[config.mk]
export PLATFORM = sky130hd
export DESIGN_NAME = drum_sample_streamer
export DESIGN_NICKNAME = d
export VERILOG_FILES = /design/src/rtl/drum_sample_streamer.sv
export SDC_FILE = /design/constraint.sdc
export NUM_CORES = 1
export LEC_CHECK = 0
export ABC_AREA = 1
export ABC_CLOCK_PERIOD_IN_PS = 4000
export CAP_MARGIN = 20
export CORE_ASPECT_RATIO = 1.75
export CORE_MARGIN = 4
export CORE_UTILIZATION = 45
export CTS_CLUSTER_DIAMETER = 120
export DETAILED_ROUTE_END_ITERATION = 6
export MAX_ROUTING_LAYER = met4
export PLACE_DENSITY_LB_ADDON = 0.12
export SLEW_MARGIN = 20
export SYNTH_ARGS = -nofsm -noshare
export SYNTH_HDL_FRONTEND = slang
export SYNTH_SLANG_ARGS = --single-unit
[constraint.sdc]
create_clock -name clock -period 4 [get_ports clock]
set_clock_uncertainty 0.2 [all_clocks]
set_input_delay 0.4 -clock clock [delete_from_list [all_inputs] [get_ports clock]]
set_output_delay 0.4 -clock clock [all_outputs]
set_load 0.02 [all_outputs]
[src/rtl/drum_sample_streamer.sv]
// drum_sample_streamer
//   Captures the drum mesh centre-node sample once per simulation step. The
//   sample is decimated, shifted by GAIN_SHIFT, saturated to 16-bit PCM and
//   queued in a FIFO whose head register drives a valid/ready audio bus.
// Ports
//   clock, reset         posedge clock, synchronous active-low reset
//   enable               capture strobes when 1; clears the decimation count when 0
//   sample_in[17:0]      signed 1.17 displacement, valid when sample_strobe is 1
//   sample_strobe        one-cycle pulse per simulation step
//   audio_data[15:0]     PCM word at the FIFO head
//   audio_valid          audio_data holds a sample
//   audio_ready          consumer takes the head when valid && ready
//   fifo_level           samples held, including the head register
//   overflow_cnt[7:0]    samples dropped because the FIFO was full (saturating)
module drum_sample_streamer #(
    parameter int DEPTH      = 16,
    parameter int DECIM      = 1,
    parameter int GAIN_SHIFT = 0
) (
    input  logic                       clock,
    input  logic                       reset,
    input  logic                       enable,
    input  logic [17:0]                sample_in,
    input  logic                       sample_strobe,
    output logic [15:0]                audio_data,
    output logic                       audio_valid,
    input  logic                       audio_ready,
    output logic [$clog2(DEPTH):0]     fifo_level,
    output logic [7:0]                 overflow_cnt
);
    localparam int AW = $clog2(DEPTH);
    localparam int LW = AW + 1;
    localparam logic signed [24:0] SMAX = 25'sd131071;
    localparam logic signed [24:0] SMIN = -25'sd131072;

    logic [7:0]             decim_cnt_q, decim_cnt_d;
    logic                   s1_valid_q, s1_valid_d;
    logic [15:0]            s1_data_q, s1_data_d;
    logic [DEPTH-1:0][15:0] mem_q, mem_d;
    logic [AW-1:0]          rd_ptr_q, rd_ptr_d, wr_ptr_q, wr_ptr_d;
    logic [LW-1:0]          cnt_q, cnt_d;
    logic [15:0]            head_data_q, head_data_d;
    logic                   head_valid_q, head_valid_d;
    logic [7:0]             ovf_q, ovf_d;

    logic                   keep, pop, full, wr, drop, load;
    logic signed [24:0]     wide;
    logic [15:0]            pcm;
    logic [LW-1:0]          level;

    always_comb begin
        keep = sample_strobe && enable && (decim_cnt_q == 8'(DECIM - 1));
        decim_cnt_d = decim_cnt_q;
        if (!enable)
            decim_cnt_d = '0;
        else if (sample_strobe)
            decim_cnt_d = keep ? 8'd0 : decim_cnt_q + 8'd1;

        // Sign-extend to 25 bits so the largest gain cannot wrap before saturation.
        wide = $signed({{7{sample_in[17]}}, sample_in}) <<< GAIN_SHIFT;
        if (wide > SMAX)      pcm = 16'h7FFF;
        else if (wide < SMIN) pcm = 16'h8000;
        else                  pcm = wide[17:2];
        s1_valid_d = keep;
        s1_data_d  = keep ? pcm : s1_data_q;

        pop   = head_valid_q && audio_ready;
        level = cnt_q + LW'(head_valid_q);
        // Fullness is judged before this edge's pop; a same-edge pop frees a slot.
        full  = (level == LW'(DEPTH + 1));
        wr    = s1_valid_q && (!full || pop);
        drop  = s1_valid_q && full && !pop;
        // Head refills whenever it is empty or being consumed, giving back-to-back beats.
        load  = (cnt_q != '0) && (!head_valid_q || pop);

        mem_d    = mem_q;
        wr_ptr_d = wr_ptr_q;
        if (wr) begin
            mem_d[wr_ptr_q] = s1_data_q;
            wr_ptr_d        = wr_ptr_q + AW'(1);
        end

        head_data_d  = head_data_q;
        head_valid_d = head_valid_q;
        rd_ptr_d     = rd_ptr_q;
        if (load) begin
            head_data_d  = mem_q[rd_ptr_q];
            head_valid_d = 1'b1;
            rd_ptr_d     = rd_ptr_q + AW'(1);
        end else if (pop) begin
            head_valid_d = 1'b0;
        end

        cnt_d = cnt_q + LW'(wr) - LW'(load);
        ovf_d = (drop && ovf_q != 8'hFF) ? ovf_q + 8'd1 : ovf_q;
    end

    always_ff @(posedge clock) begin
        if (!reset) begin
            decim_cnt_q  <= '0;
            s1_valid_q   <= 1'b0;
            s1_data_q    <= '0;
            rd_ptr_q     <= '0;
            wr_ptr_q     <= '0;
            cnt_q        <= '0;
            head_data_q  <= '0;
            head_valid_q <= 1'b0;
            ovf_q        <= '0;
        end else begin
            decim_cnt_q  <= decim_cnt_d;
            s1_valid_q   <= s1_valid_d;
            s1_data_q    <= s1_data_d;
            rd_ptr_q     <= rd_ptr_d;
            wr_ptr_q     <= wr_ptr_d;
            cnt_q        <= cnt_d;
            head_data_q  <= head_data_d;
            head_valid_q <= head_valid_d;
            ovf_q        <= ovf_d;
        end
    end

    // Storage needs no reset: the pointers and count decide what is live.
    always_ff @(posedge clock) mem_q <= mem_d;

    assign audio_data   = head_data_q;
    assign audio_valid  = head_valid_q;
    assign fifo_level   = level;
    assign overflow_cnt = ovf_q;
endmodule

Word level (Yosys, flattened, before mapping)

Cells that the tools add are included.

Register bits: 319
Bits of input ports: 23
Output and inout bits: 30
Word-level logic and storage cells: 67

Add/sub/neg operators: 7
$lt $le $gt $ge: 5
Equality and inequality tests: 2
Muxes and demuxes: 10
Reductions and logical operators: 18

Operator list:

| cell                                                                          | number |
|---|---|
| 256-bit bitwise mux                                                           | 1 |
| 16-bit binary-select mux with 4-bit select                                    | 1 |
| 16-bit demux with 4-bit select                                                | 1 |
| 16-bit 2-to-1 mux                                                             | 4 |
| 18-bit > comparator (second input constant)                                   | 1 |
| 18-bit less-than comparator (second input constant)                           | 1 |
| 8-bit by 1-bit adder with 8-bit output (second input constant)                | 2 |
| 5-bit by 1-bit adder with 5-bit output                                        | 2 |
| 4-bit by 5-bit less-than comparator with 1-bit output (second input constant) | 2 |
| 1-bit logical AND                                                             | 9 |
| 4-bit by 1-bit adder with 4-bit output (second input constant)                | 2 |
| 8-bit logical NOT                                                             | 1 |
| 8-bit 2-to-1 mux                                                              | 1 |
| 8-bit inequality test (second input constant)                                 | 1 |
| 5-bit equality test (second input constant)                                   | 1 |
| 5-bit nonzero test                                                            | 1 |
| 5-bit by 1-bit subtractor with 5-bit output                                   | 1 |
| 4-bit by 1-bit >= comparator with 1-bit output (second input constant)        | 1 |
| 1-bit logical NOT                                                             | 3 |
| 1-bit logical OR                                                              | 2 |
| 1-bit 2-to-1 mux                                                              | 2 |
| 2-bit AND reduction                                                           | 1 |
| 2-bit nonzero test                                                            | 1 |

Depth between registers and ports, before layout

Gate-level depths: netlist (run 1).

Depth after elaboration: 7
Gate-level depth with buffers: 16

Worst setup path after synthesis (run 1)

OpenSTA, ideal clock, no wires.

Path type: reg-to-reg
From: register head_valid_q, in the netlist audio_valid
To: register cnt_q[4]
Setup time: 0.070 ns
Arrival: 2.862 ns
Required time: 3.730 ns
Setup slack: 0.868 ns
Stages on the path, launching flop included: 16
Buffers on the path: 0
Cell sequence: dfxtp_1 ha_1 ha_1 inv_1 nand3_1 nor2_2 nand2_2 nand2_2 ha_1 inv_1 ha_1 inv_1 fa_1 o31ai_1 o21ai_0 a21oi_1

Cells in the longest elaborated chain, start to end: 7
Elaborated cells on any way between the ends: 11

Ends and longest elaborated chain:

| item                                        | line | text |
|---|---|---|
| from (decl)                                 | 43   | `logic head_valid_q, head_valid_d;` |
| from (signal assigned)                      | 117  | `head_valid_q <= head_valid_d;` |
| 5-bit by 1-bit adder with 5-bit output      | 68   | `level = cnt_q + LW'(head_valid_q);` |
| via fifo_level[1]                           | 28   | `output logic [$clog2(DEPTH):0] fifo_level,` |
| 5-bit equality test                         | 70   | `full = (level == LW'(DEPTH + 1));` |
| 1-bit logical NOT                           | 71   | `wr = s1_valid_q && (!full \|\| pop);` |
| 1-bit logical OR                            | 71   |  |
| 1-bit logical AND                           | 71   |  |
| 5-bit by 1-bit adder with 5-bit output      | 94   | `cnt_d = cnt_q + LW'(wr) - LW'(load);` |
| 5-bit by 1-bit subtractor with 5-bit output | 94   |  |
| to (signal assigned)                        | 115  | `cnt_q <= cnt_d;` |
| to (decl)                                   | 41   | `logic [LW-1:0] cnt_q, cnt_d;` |

The timed path passes the listed nets, and every way through them passes these cells.
A chain may end at the register's enable or synchronous reset.

Worst setup path after layout (run 1)

From: register head_valid_q, in the netlist audio_valid
To: register cnt_q[4]

Cells in the longest elaborated chain, start to end: 7
Elaborated cells on any way between the ends: 11

Ends and longest elaborated chain:

| item                                          | line |
|---|---|
| 5-bit by 1-bit adder with 5-bit output        | 68 |
| 5-bit equality test                           | 70 |
| 1-bit logical NOT                             | 71 |
| 1-bit logical OR                              | 71 |
| 1-bit logical AND                             | 71 |
| 5-bit by 1-bit adder with 5-bit output        | 94 |
| 5-bit by 1-bit subtractor with 5-bit output * | 94 |

Every way passes the cells marked *; elsewhere a longest branch is shown, timed or not.

==> run metrics, run 1 <==
register-to-register path setup slack=0.69 ns; post-route minimum period=3.31 ns; source-to-sink clock delay at the later pin of the worst-skew pair=0.55 ns; top cells by area in the synthesized netlist=sky130_fd_sc_hd__edfxtp_1 56%, sky130_fd_sc_hd__nand2_1 11%, sky130_fd_sc_hd__dfxtp_1 9.2%; post-synthesis cell type with the largest combined area=sky130_fd_sc_hd__edfxtp_1; family of cells with the greatest summed delay on the critical path=adder cells; post-synthesis sequential area ratio=65.4%; maximum net fanout on the critical path=6; number of enable-type register cells in the synthesized netlist=256; number of standard cells after synthesis=1,405; antenna violations before repair=0; CTS H-Tree Depth=1; startpoint-to-endpoint class of the critical path=reg2reg; launch point of the critical path=audio_valid$_SDFFE_PN0P_; number of setup buffers added after CTS=0; #FFs+latches synth=319; Finish-stage setup viols=0; Req. time, crit path=4.28 ns; number of core rows=84; fraction of power spent switching nets=32.6%; number of I/O pins=53; CTS clk-pin slew, worst paths=0.06 ns; CP max-delay cell=sky130_fd_sc_hd__fa_1; core utilization of the finished layout=52.1%; Fin Setup TNS=0 ns; total routing usage reported by global routing=19.2%; cell-by-cell trace of the critical path=ha_1 -> ha_1 -> inv_1 -> nand3_1 -> nor2_2 -> nand2_2 -> nand2_2 -> ha_1 -> inv_1 -> ha_1 -> inv_1 -> fa_1 -> o31ai_1 -> o21ai_0 -> a21oi_1; slew at the pin closest to its max-slew limit=0.732 ns; vertical die dimension=239 um; leakage power=6.50 nW; setup repair after global routing missed its margin=false; net switching component of the power=3.01 mW; cell with the most instances after synthesis=sky130_fd_sc_hd__nand2_1; Fmax=0.302 GHz; number of warning messages in the yosys log=0; portion of total power attributed to combinational logic=26.6%; most instantiated cells after synthesis=398 x sky130_fd_sc_hd__nand2_1, 256 x sky130_fd_sc_hd__edfxtp_1, 195 x sky130_fd_sc_hd__nand3_1; final hold viol count=0; internal power summed over all cells=6.23 mW; worst flop-to-flop path endpoint=cnt_q[4]$_SDFF_PN0_; Detailed Place HPWL=18,800 um; type of element launching the critical path=flip-flop; class of the worst hold path=in2reg; number of distinct standard cells referenced by the synthesized netlist=27; Num Clock Sinks=319; Avg Synthesized Cell Area=9.75 um^2; synthesized area=13,700 um^2; Stages on worst setup path=15; cell at the root of the clock tree=sky130_fd_sc_hd__clkbuf_16; area growth from synthesis to layout=14.4%; dominant cell type by count on the critical path=sky130_fd_sc_hd__ha_1; CTS hold repair buffers=0; Slew headroom=51.2%; Crit. End Element=flip-flop; hold slack final=0.241 ns; first-iteration detailed-routing DRC count=437; Reg2Reg Launch Point=audio_valid$_SDFFE_PN0P_; Via density=4.95; result of the run=finished, final reports clean; Final Cycle Share=82.7%; area inside the core boundary=30,100 um^2; initial core utilization=45.6%; Bufs and invs on worst path=3; end of the critical path=cnt_q[4]$_SDFF_PN0_; number of nets at the end of the flow=1,494; Clock Power Share=30.7%; Detail Route Antenna Nets=0; Overflow after GRT=0; area fraction of the dominant cell type after synthesis=56.1%; via count of the first global-routing pass=9,092; CTS tree=built; via count=9,209; number of violations of the max-capacitance limit=0; share of layout cells above drive strength 1=7.53%; deepest clock path buffer count=3; share of total power in sequential cells=42.6%; wire per inst=16.6 um; global-route wire length before repair=49,200 um; top flip-flop cell by instance count after synthesis=sky130_fd_sc_hd__edfxtp_1; post-CTS resize count=0; final slew viol count=0; remaining design rule violation count=0; IO Port Bufs=50; pin count of the biggest net entering global routing=106; die outline width=140 um; antenna diode count=0; Num CTS Buffers=29; worst voltage drop across the vdd grid=458 uV; number of cell instances on the worst register-to-register path=15; post-synthesis net count=1,447; delay contributed by the slowest stage of the critical path=0.40 ns; 1st-pass router iterations=7; power per standard cell area=590 nW/um^2; WL final=30,900 um; CP arrival=3.59 ns; die area=33,400 um^2; async set or reset register ratio after synthesis=0%; RD Place Congestion=0.818
## logic make-up after synthesis
family | share of synthesized area [%]
AO/OA/AOI/OAI | 2.30
XOR/XNOR | 0.704
adder cells (fa/ha/maj) | 1.79
buffers and inverters | 7.26
flip-flops | 65.4
AND/OR/NAND/NOR | 22.6
## registers in the layout, summed over array words and instances (netlist names)
register      cells
s1_data_q        16
audio_valid       1
overflow_cnt      8
decim_cnt_q       8
s1_valid_q        1
rd_ptr_q          4
cnt_q             5
wr_ptr_q          4
audio_data       16
mem_q           256
## stage by stage
stage	worst slack (ns)	power [mW]	cell area, um^2	cells
final	0.690	9.24	15700	1861
after global placement	0.758	6.49	14700	1808
after global routing	0.422	9.80	15700	1861
after floorplan	0.868	5.68	13700	1405
after detailed placement	0.721	6.51	14700	1808
after CTS	0.667	9.36	15700	1861
## power groups by stage
stage          combinational (mW)  sequential [mW]  clock, mW
6_report                     2.46             3.94       2.84
5_1_grt                      2.80             3.97       3.04
4_1_cts                      2.51             3.94       2.91
3_5_place_dp                 2.50             4.02          0
3_3_place_gp                 2.48             4.01          0
2_1_floorplan                1.65             4.03          0
## final cells by class
class / instances / area, um^2
multi-input cells: 838 / 3790
well taps: 387 / 484
flip-flops and latches: 319 / 8950
clock buffers: 37 / 806
clock inverters: 16 / 178
inverters: 185 / 696
repair buffers: 79 / 756
fillers: 2692 / 14400
## how the worst min path moves through the flow
stage	startpoint	end	slack, ns	cells after the start
after floorplan	decim_cnt_q[7]$_SDFFE_PN0P_	decim_cnt_q[7]$_SDFFE_PN0P_	0.24	2
after global placement	decim_cnt_q[7]$_SDFFE_PN0P_	decim_cnt_q[7]$_SDFFE_PN0P_	0.25	2
after detailed placement	decim_cnt_q[7]$_SDFFE_PN0P_	decim_cnt_q[7]$_SDFFE_PN0P_	0.26	2
after CTS	sample_in[4]	s1_data_q[2]$_SDFFE_PN0P_	0.21	3
after global routing	sample_in[8]	s1_data_q[6]$_SDFFE_PN0P_	0.23	3
final	sample_in[17]	s1_data_q[15]$_SDFFE_PN0P_	0.24	3
## worst min-delay path, delay by kind of cell
kind	cells	cell delay, ns
buffers and inverters	1	0.40
and+or+nand+nor	2	0.15
## placed cells by master (no fill, tap or decap), drive strengths merged, types with 3 or more instances in the layout
cell,netlist,layout
bufinv,0,3
xor2,9,9
inv,183,184
nand4,4,4
clkdlybuf4s50,0,50
dfxtp,63,63
edfxtp,256,256
o21ai,42,42
clkbuf,17,37
clkinv,2,12
nor2,144,144
ha,18,18
a21oi,18,18
buf,46,29
nand2,400,400
nand3,195,195
## metal layers
layer | vias up | global-route usage, % | part of all wire, %
li1 | 4645 | - | -
met1 | 4335 | 22.3 | 41
met2 | 182 | 35.1 | 53
met3 | 47 | 1.84 | 3.5
met4 | 0 | 5.99 | 2.3
met5 | - | - | 0
(Power assumes the default switching activity.)
==> run 2: changes to the inputs <==
- ABC_CLOCK_PERIOD_IN_PS: 4000 -> 2850
- clock period: 4 -> 2.85 ns (I/O delays scaled with it)
==> run metrics, run 2 (synthesis results as in run 1) <==
number of core rows=84 (unchanged); highest-count cells in the layout ignoring fill and taps=395 x sky130_fd_sc_hd__nand2_1, 256 x sky130_fd_sc_hd__edfxtp_1, 194 x sky130_fd_sc_hd__nand3_1 (was 398 x sky130_fd_sc_hd__nand2_1, 256 x sky130_fd_sc_hd__edfxtp_1, 195 x sky130_fd_sc_hd__nand3_1); most common cell after layout, fill and taps aside=sky130_fd_sc_hd__nand2_1 (unchanged); die area=33,400 um^2 (unchanged); core utilization of the finished layout=52.8% (was 52.1%); family of cells with the greatest summed delay on the critical path=adder cells (unchanged); register-to-register path setup slack=0.13 ns (was 0.69 ns); final hold viol count=0 (unchanged); design area=15,900 um^2 (was 15,700 um^2); initial core utilization=45.6% (unchanged); Design Power=13.1 mW (was 9.24 mW); power per standard cell area=826 nW/um^2 (was 590 nW/um^2); Detail Route Antenna Nets=0 (unchanged); via count=9,457 (was 9,209); Reg2Reg Launch Point=audio_valid$_SDFFE_PN0P_ (unchanged); Crit. End Element=flip-flop (unchanged); total routing usage reported by global routing=20.6% (was 19.2%); Req. time, crit path=3.14 ns (was 4.28 ns); startpoint-to-endpoint class of the critical path=reg2reg (unchanged); final worst setup slack=0.127 ns (was 0.690 ns); final slew viol count=0 (unchanged); Placed Area=14,900 um^2 (was 14,700 um^2); CTS H-Tree Depth=1 (unchanged); pin count of the biggest net entering global routing=130 (was 106); delay contributed by the slowest stage of the critical path=0.41 ns (was 0.40 ns); dominant cell type by count on the critical path=sky130_fd_sc_hd__ha_4 (was sky130_fd_sc_hd__ha_1); worst voltage drop across the vdd grid=631 uV (was 458 uV); number of nets at the end of the flow=1,519 (was 1,494); routing layer with the top usage in global route=met2 (unchanged); slew at the pin closest to its max-slew limit=0.886 ns (was 0.732 ns); source-to-sink clock delay at the later pin of the worst-skew pair=0.56 ns (was 0.55 ns); die outline width=140 um (unchanged); post-route minimum period=2.72 ns (was 3.31 ns); Slew headroom=40.9% (was 51.2%); met1 Usage GRT=23.0% (was 22.3%); Setup WS pre-CTS=-0.00300 ns (was 0.721 ns); wire per inst=17.8 um (was 16.6 um); GR Util met3=2.02% (was 1.84%); leakage power=6.60 nW (was 6.50 nW); CTS clk-pin slew, worst paths=0.06 ns (about the same); number of cell instances on the worst register-to-register path=15 (unchanged); Finish-stage setup viols=0 (unchanged); class of the worst hold path=in2reg (unchanged); first-iteration detailed-routing DRC count=700 (was 437); Worst Hold End=s1_data_q[4]$_SDFFE_PN0P_ (was s1_data_q[15]$_SDFFE_PN0P_); via count of the first global-routing pass=9,380 (was 9,092); WL final=33,500 um (was 30,900 um); antenna diode count=0 (unchanged); vertical die dimension=239 um (unchanged); maximum net fanout on the critical path=3 (was 6); Overflow after GRT=0 (unchanged); CP arrival=3.02 ns (was 3.59 ns); IO Port Bufs=50 (unchanged); global-route wire length before repair=52,100 um (was 49,200 um); largest register by flop count=mem_q (unchanged); Final Cycle Share=95.5% (was 82.7%); number of I/O pins=53 (unchanged); area growth from synthesis to layout=16.0% (was 14.4%); Bufs and invs on worst path=3 (unchanged); CP max-delay cell=sky130_fd_sc_hd__fa_2 (was sky130_fd_sc_hd__fa_1); Fmax=0.367 GHz (was 0.302 GHz); worst flop-to-flop path endpoint=cnt_q[4]$_SDFF_PN0_ (unchanged); result of the run=finished, final reports clean (unchanged); RD Place Congestion=0.863 (was 0.818); Num CTS Buffers=29 (unchanged); Num Clock Sinks=319 (unchanged); antenna violations before repair=0 (unchanged); cell-by-cell trace of the critical path=ha_4 -> ha_4 -> inv_2 -> nand3_2 -> nor2_4 -> nand2_2 -> nand2_4 -> ha_4 -> inv_2 -> ha_4 -> inv_2 -> fa_2 -> o31ai_4 -> o21ai_1 -> a21oi_1 (was ha_1 -> ha_1 -> inv_1 -> nand3_1 -> nor2_2 -> nand2_2 -> nand2_2 -> ha_1 -> inv_1 -> ha_1 -> inv_1 -> fa_1 -> o31ai_1 -> o21ai_0 -> a21oi_1); share of layout cells above drive strength 1=9.80% (was 7.53%); max reg flops=256 (unchanged); area inside the core boundary=30,100 um^2 (unchanged); 1st-pass router iterations=5 (was 7); number of violations of the max-capacitance limit=0 (unchanged); Detailed Place HPWL=21,200 um (was 18,800 um); grt met2 use=38.1% (was 35.1%); hold slack final=0.112 ns (was 0.241 ns); type of element launching the critical path=flip-flop (unchanged); Cells on Worst Hold Path=3 (unchanged); cell at the root of the clock tree=sky130_fd_sc_hd__clkbuf_16 (unchanged); deepest clock path buffer count=3 (unchanged); Via density=5.01 (was 4.95); Hold Startpoint=sample_in[6] (was sample_in[17]); CTS tree=built (unchanged); CTS hold repair buffers=0 (unchanged); remaining design rule violation count=0 (unchanged)
==> run 2: cell types whose count changed in the layout (fill, tap and decap cells not counted), sizes merged <==
cell / delta
buf: +25
bufinv: -2
clkbuf: +7
clkinv: -1
clkinvlp: -2
inv: -1
==> run 2: final cells by class <==
class	instances	area [um^2]
Fill cell	2798	14200
Timing Repair Buffer	104	943
Sequential cell	319	8960
Clock buffer	44	833
Inverter	185	696
Multi-Input combinational cell	838	3880
Tap cell	387	484
Clock inverter	10	78.8
==> run 2: layer usage <==
metal,part of all wire [%],up-vias,routed length [um]
met5,0,-,0
met4,3.3,0,1110
li1,-,4693,-
met2,55,191,18400
met3,3.4,64,1130
met1,38,4509,12800
==> run 2: worst reg2reg max path, cell delays in order (launching register included) <==
cell	delay [ns]
sky130_fd_sc_hd__dfxtp_4	0.36
sky130_fd_sc_hd__ha_4	0.17
sky130_fd_sc_hd__ha_4	0.21
sky130_fd_sc_hd__inv_2	0.05
sky130_fd_sc_hd__nand3_2	0.08
sky130_fd_sc_hd__nor2_4	0.13
sky130_fd_sc_hd__nand2_2	0.08
sky130_fd_sc_hd__nand2_4	0.07
sky130_fd_sc_hd__ha_4	0.19
sky130_fd_sc_hd__inv_2	0.06
sky130_fd_sc_hd__ha_4	0.13
sky130_fd_sc_hd__inv_2	0.04
sky130_fd_sc_hd__fa_2	0.41
sky130_fd_sc_hd__o31ai_4	0.27
sky130_fd_sc_hd__o21ai_1	0.10
sky130_fd_sc_hd__a21oi_1	0.12
==> run 2: how the worst max path moves through the flow <==
stage	start	endpoint	slack (ns)	cells past startpoint
4_1_cts	audio_valid$_SDFFE_PN0P_	cnt_q[4]$_SDFF_PN0_	0.02	15
6_report	audio_valid$_SDFFE_PN0P_	cnt_q[4]$_SDFF_PN0_	0.13	15
5_1_grt	cnt_q[0]$_SDFF_PN0_	cnt_q[4]$_SDFF_PN0_	-0.002	16
2_1_floorplan	audio_valid$_SDFFE_PN0P_	cnt_q[4]$_SDFF_PN0_	0.03	15
3_5_place_dp	audio_valid$_SDFFE_PN0P_	cnt_q[4]$_SDFF_PN0_	-0.003	15
3_3_place_gp	audio_valid$_SDFFE_PN0P_	cnt_q[4]$_SDFF_PN0_	0.03	15
==> run 2: stage by stage <==
stage | std cells | TNS (ns)
final | 1887 | 0
after global routing | 1887 | -0.00246
after CTS | 1883 | 0
after detailed placement | 1829 | -0.00300
after global placement | 1829 | 0
after floorplan | 1405 | 0
==> run 2: report_power, final <==
group | internal, mW | switching (mW) | total (mW)
Sequential | 5.27 | 0.262 | 5.53
Combinational | 1.36 | 2.46 | 3.82
Clock | 2.11 | 1.66 | 3.77
==> run 2: timing repair <==
action,4_1_cts,5_1_grt
buffers inserted,0,4
pin swaps,0,9
hold endpoints to repair,0,0
endpoints found under the setup margin,1,1
resized for setup,1,18
==> run 3: changes to the inputs <==
- HOLD_SLACK_MARGIN: default -> 0.15
==> run metrics, run 3 (synthesis results as in run 1) <==
result of the run=finished, final reports clean (unchanged); met1 Usage GRT=23.1% (was 23.0%); cell at the root of the clock tree=sky130_fd_sc_hd__clkbuf_16 (unchanged); number of nets at the end of the flow=1,535 (was 1,519); routing layer with the top usage in global route=met2 (unchanged); register-to-register path setup slack=0.12 ns (was 0.13 ns); Num Clock Sinks=319 (unchanged); antenna violations before repair=0 (unchanged); Finish-stage setup viols=0 (unchanged); Worst Hold End=audio_valid$_SDFFE_PN0P_ (was s1_data_q[4]$_SDFFE_PN0P_); antenna diode count=0 (unchanged); CTS H-Tree Depth=1 (unchanged); largest register by flop count=mem_q (unchanged); pin count of the biggest net entering global routing=130 (unchanged); 1st-pass router iterations=5 (unchanged); type of element launching the critical path=flip-flop (unchanged); slew at the pin closest to its max-slew limit=0.873 ns (was 0.886 ns); remaining design rule violation count=0 (unchanged); Overflow after GRT=0 (unchanged); area growth from synthesis to layout=17.2% (was 16.0%); wire per inst=17.7 um (was 17.8 um); leakage power=6.67 nW (was 6.60 nW); number of I/O pins=53 (unchanged); die area=33,400 um^2 (unchanged); via count of the first global-routing pass=9,443 (was 9,380); number of violations of the max-capacitance limit=0 (unchanged); Clock Power Share=28.7% (about the same); fraction of power spent switching nets=33.4% (about the same); Reg2Reg Launch Point=audio_valid$_SDFFE_PN0P_ (unchanged); number of core rows=84 (unchanged); Setup WS pre-CTS=-0.00300 ns (unchanged); number of cell instances on the worst register-to-register path=15 (unchanged); global-route wire length before repair=52,300 um (was 52,100 um); count of placed standard cells in the final layout, fillers left out=1,903 (was 1,887); max reg flops=256 (unchanged); highest-count cells in the layout ignoring fill and taps=395 x sky130_fd_sc_hd__nand2_1, 256 x sky130_fd_sc_hd__edfxtp_1, 194 x sky130_fd_sc_hd__nand3_1 (unchanged); final hold viol count=0 (unchanged); die outline width=140 um (unchanged); first-iteration detailed-routing DRC count=702 (was 700); vertical die dimension=239 um (unchanged); CTS tree=built (unchanged); Hold Startpoint=audio_ready (was sample_in[6]); post-route minimum period=2.73 ns (was 2.72 ns); via count=9,529 (was 9,457); WL final=33,700 um (was 33,500 um); Cells on Worst Hold Path=6 (was 3); net switching component of the power=4.39 mW (was 4.38 mW); Detail Route Antenna Nets=0 (unchanged); worst flop-to-flop path endpoint=cnt_q[4]$_SDFF_PN0_ (unchanged); grt met2 use=38.2% (was 38.1%); CP arrival=3.02 ns (about the same); final worst setup slack=0.125 ns (was 0.127 ns); Slew headroom=41.7% (was 40.9%); RD Place Congestion=0.863 (unchanged); source-to-sink clock delay at the later pin of the worst-skew pair=0.56 ns (about the same); area inside the core boundary=30,100 um^2 (unchanged); portion of total power attributed to combinational logic=29.2% (was 29.1%); startpoint-to-endpoint class of the critical path=reg2reg (unchanged); most common cell after layout, fill and taps aside=sky130_fd_sc_hd__nand2_1 (unchanged); Via density=5.01 (about the same); share of total power in sequential cells=42.1% (was 42.2%); IO Port Bufs=50 (unchanged); share of layout cells above drive strength 1=9.70% (was 9.80%); GR Util met3=2.00% (was 2.02%); initial core utilization=45.6% (unchanged); Fin Setup TNS=0 ns (unchanged); worst voltage drop across the vdd grid=633 uV (was 631 uV); maximum net fanout on the critical path=3 (unchanged); Req. time, crit path=3.14 ns (about the same); power per standard cell area=819 nW/um^2 (was 826 nW/um^2); Fmax=0.367 GHz (about the same); Detailed Place HPWL=21,200 um (unchanged); final slew viol count=0 (unchanged); Crit. End Element=flip-flop (unchanged); CTS clk-pin slew, worst paths=0.06 ns (about the same); Num CTS Buffers=29 (unchanged); Final Cycle Share=95.6% (was 95.5%); deepest clock path buffer count=3 (unchanged); total routing usage reported by global routing=20.7% (was 20.6%); placed cells=1,829 (unchanged); class of the worst hold path=in2reg (unchanged); internal power summed over all cells=8.76 mW (was 8.74 mW)
==> run 3: changes by cell type in the layout (fill, tap and decap cells not counted), sizes merged <==
cell | before | now
dlygate4sd3 | 0 | 16
==> run 3: area by class of cell <==
cell class | count | area, um^2
fillers | 2785 | 14000
flip-flops and latches | 319 | 8960
multi-input cells | 838 | 3880
repair buffers | 120 | 1100
clock buffers | 44 | 833
inverters | 185 | 696
well taps | 387 | 484
clock inverters | 10 | 78.8
==> run 3: power by group through the flow <==
stage               registers, mW  clock network (mW)  logic [mW]
global placement             5.63                   0        3.66
detailed placement           5.63                   0        3.68
floorplan                    5.66                   0        2.34
finish                       5.53                3.77        3.84
CTS                          5.53                3.85        3.74
global route                 5.57                4.03        4.29
==> run 3: how the worst max path moves through the flow <==
stage	from	slack, ns	to	cells after the start
after floorplan	audio_valid$_SDFFE_PN0P_	0.03	cnt_q[4]$_SDFF_PN0_	15
after global placement	audio_valid$_SDFFE_PN0P_	0.03	cnt_q[4]$_SDFF_PN0_	15
after detailed placement	audio_valid$_SDFFE_PN0P_	-0.003	cnt_q[4]$_SDFF_PN0_	15
after CTS	audio_valid$_SDFFE_PN0P_	0.02	cnt_q[4]$_SDFF_PN0_	15
after global routing	cnt_q[0]$_SDFF_PN0_	-0.002	cnt_q[4]$_SDFF_PN0_	16
final	audio_valid$_SDFFE_PN0P_	0.12	cnt_q[4]$_SDFF_PN0_	15
==> run 3: repair_timing <==
item | in CTS | in global routing
setup buffers | 0 | 4
setup endpoints to repair | 1 | 1
cloned | 0 | 0
hold buffers | 16 | 0
pin swaps | 0 | 9
hold endpoints to repair | 16 | 0
resized for setup | 1 | 18
==> run 3: routing by layer <==
metal,vias to the layer above,part of all wire (%)
li1,4727,-
met1,4517,38
met2,220,55
met3,65,3.8
met4,0,3.4
met5,-,0
==> run 3: through the flow <==
step           power, mW  area (um^2)  util [%]  hold WS, ns
3_3_place_gp        9.29        14900      49.5        0.254
5_1_grt             13.9        16000      53.4        0.295
6_report            13.1        16000      53.4        0.246
2_1_floorplan       8.00        13700         -        0.220
4_1_cts             13.1        15900      53.0        0.230
3_5_place_dp        9.32        14900      49.5        0.265
==> run 3: worst max-delay path, stage by stage (launching register included) <==
cell and delay [ns]:
sky130_fd_sc_hd__dfxtp_4 0.36, sky130_fd_sc_hd__ha_4 0.17, sky130_fd_sc_hd__ha_4 0.21, sky130_fd_sc_hd__inv_2 0.05, sky130_fd_sc_hd__nand3_2 0.07, sky130_fd_sc_hd__nor2_4 0.13
sky130_fd_sc_hd__nand2_2 0.08, sky130_fd_sc_hd__nand2_4 0.07, sky130_fd_sc_hd__ha_4 0.19, sky130_fd_sc_hd__inv_2 0.06, sky130_fd_sc_hd__ha_4 0.13, sky130_fd_sc_hd__inv_2 0.04
sky130_fd_sc_hd__fa_2 0.41, sky130_fd_sc_hd__o31ai_4 0.27, sky130_fd_sc_hd__o21ai_1 0.10, sky130_fd_sc_hd__a21oi_1 0.12
==> RTL edit, RTL diff (settings of run 2) <==
`s1_data_q` and `head_data_q` no longer have a reset.
--- a/src/rtl/drum_sample_streamer.sv
+++ b/src/rtl/drum_sample_streamer.sv
@@ -101,3 +101,2 @@
             s1_valid_q   <= 1'b0;
-            s1_data_q    <= '0;
             rd_ptr_q     <= '0;
@@ -105,3 +104,2 @@
             cnt_q        <= '0;
-            head_data_q  <= '0;
             head_valid_q <= 1'b0;
@@ -111,3 +109,2 @@
             s1_valid_q   <= s1_valid_d;
-            s1_data_q    <= s1_data_d;
             rd_ptr_q     <= rd_ptr_d;
@@ -115,3 +112,2 @@
             cnt_q        <= cnt_d;
-            head_data_q  <= head_data_d;
             head_valid_q <= head_valid_d;
@@ -119,2 +115,7 @@
         end
+    end
+
+    always_ff @(posedge clock) begin
+        s1_data_q   <= s1_data_d;
+        head_data_q <= head_data_d;
     end
Formal check against the unedited RTL: differs if reset is asserted again (counterexample within 4 cycles, from zero or initial values and one cycle with reset low); with reset held inactive, the same outputs for 4 cycles.
==> RTL edit against run 2 <==
  * Clock power fell by 5%
  * Global-route usage fell by 0.19 points
  * Cell area shrank 6.0%
  * Sequential share of layout area increased by 5.7 points
  * Wire length shrank 9.4%
  * Area after synthesis decreased by 5.9%
  * Combinational power down 13%
  * Worst setup slack got worse by 0.035 ns
  * Power decreased by 5.2%
  * Sequential cell count unchanged
  * Via count shrank 15%
  * Critical path type unchanged
==> RTL edit: results (changes against run 2) <==
Least-Margin Pin Slew=0.786 ns (was 0.886 ns); crit-path max FO=4 (was 3); Hold Startpoint=sample_in[11] (was sample_in[6]); # clk buffers=34 (was 44); first-pass GRT wire length=47100 µm (was 52100 µm); M1 wire length=11800 µm (was 12800 µm); WHS Endpoint=s1_data_q[9] (was s1_data_q[4]); Pleak=5.04 nW (was 6.60 nW); vias in the first global route=8346 (was 9380); GRT Total Usage=20.4% (was 20.6%); multi-input combinational area share=21.5% (was 24.5%); first drt pass iteration count=5 (unchanged); Syn Area/Cell=12.4 µm² (was 9.75 µm²); hold depth=1 (was 3); Clock net power=0.00358 W (was 0.00377 W); met2 usage=36.4% (was 38.1%); Post-synth EDFFs=288 (was 256); Peak supply drop=568 µV (was 631 µV); Post-Syn Nets=1079 (was 1447); NonClk Buf Share=6.17% (was 5.94%); comb_multi_in=600 (was 838); Hold WS=0.0875 ns (was 0.112 ns); Synth Area in Adders=1.90% (was 1.79%); Seq/total area=62.2% (was 56.4%); met3 usage=2.30% (was 2.02%); Fill cells=2412 (was 2798); share of layout cells above drive strength 1=12.2% (was 9.80%); Placed Instance Area=0.0140 mm² (was 0.0149 mm²); Seq/Total Area, Yosys=71.9% (was 65.4%); Comb pwr share=26.7% (was 29.1%); outcome=complete, no violations (unchanged); fin nets=1136 (was 1519); Logic inverters=48 (was 185); Synth Area in Compound Gates=10.2% (was 2.30%); Finished Layout Cells=1488 (was 1887); top cells by count, synth=edfxtp_1 (288), nor2_1 (212), o21ai_0 (128) (was nand2_1 (398), edfxtp_1 (256), nand3_1 (195)); GPL Wtd Cong=0.811 (was 0.863); placed cells=1432 (was 1829); Iter 0 DRT Violations=640 (was 700); Switching Share=31.5% (was 33.4%); number of non-clock buffers in the layout=96 (was 104); M1 GR Usage=23.7% (was 23.0%); CP arrival=3.05 ns (was 3.02 ns); met3 routed WL=1370 µm (was 1130 µm); synth unique cells=35 (was 27); Power Combinational=0.00332 W (was 0.00382 W); largest net degree at the start of global routing=131 (was 130); core area=0.0281 mm² (was 0.0301 mm²); total length of routed wires=30400 µm (was 33500 µm); vias=8064 (was 9457); Final clock-cell share=5.76% (was 5.74%); Met2 Routed Length=16300 µm (was 18400 µm); r2r setup slk=0.09 ns (was 0.13 ns); HPWL Detailed=18200 µm (was 21200 µm); XOR/XNOR share of the synthesized area=0.476% (was 0.704%); synth top area cells=edfxtp_1 (67%), nor2_1 (6.2%), o21ai_0 (5.0%), dfxtp_1 (4.8%), o221ai_1 (2.2%) (was edfxtp_1 (56%), nand2_1 (11%), dfxtp_1 (9.2%), nand3_1 (7.1%), inv_1 (4.8%))
==> RTL edit: repair_timing <==
action / CTS / global route
resized for setup: 0 / 15
endpoints found under the setup margin: 0 / 3
buffers inserted: 0 / 4
hold endpoints to repair: 0 / 0
==> RTL edit: how the worst max path moves through the flow <==
| stage | start | end | slack (ns) | depth (start not counted) |
|---|---|---|---|---|
| floorplan | audio_valid | cnt_q[4] | 0.05 | 15 |
| global placement | cnt_q[0] | cnt_q[4] | 0.04 | 15 |
| detailed placement | cnt_q[0] | cnt_q[4] | 0.004 | 15 |
| CTS | cnt_q[0] | cnt_q[4] | 0.007 | 15 |
| global route | cnt_q[0] | cnt_q[4] | -0.04 | 15 |
| finish | audio_valid | cnt_q[4] | 0.09 | 15 |
==> RTL edit: stage by stage <==
stage,worst slack (ns),utilization [%]
finish,0.0925,53.2
global route,-0.0424,53.2
CTS,0.00731,52.9
detailed placement,0.00353,49.8
global placement,0.0391,49.8
floorplan,0.0538,-
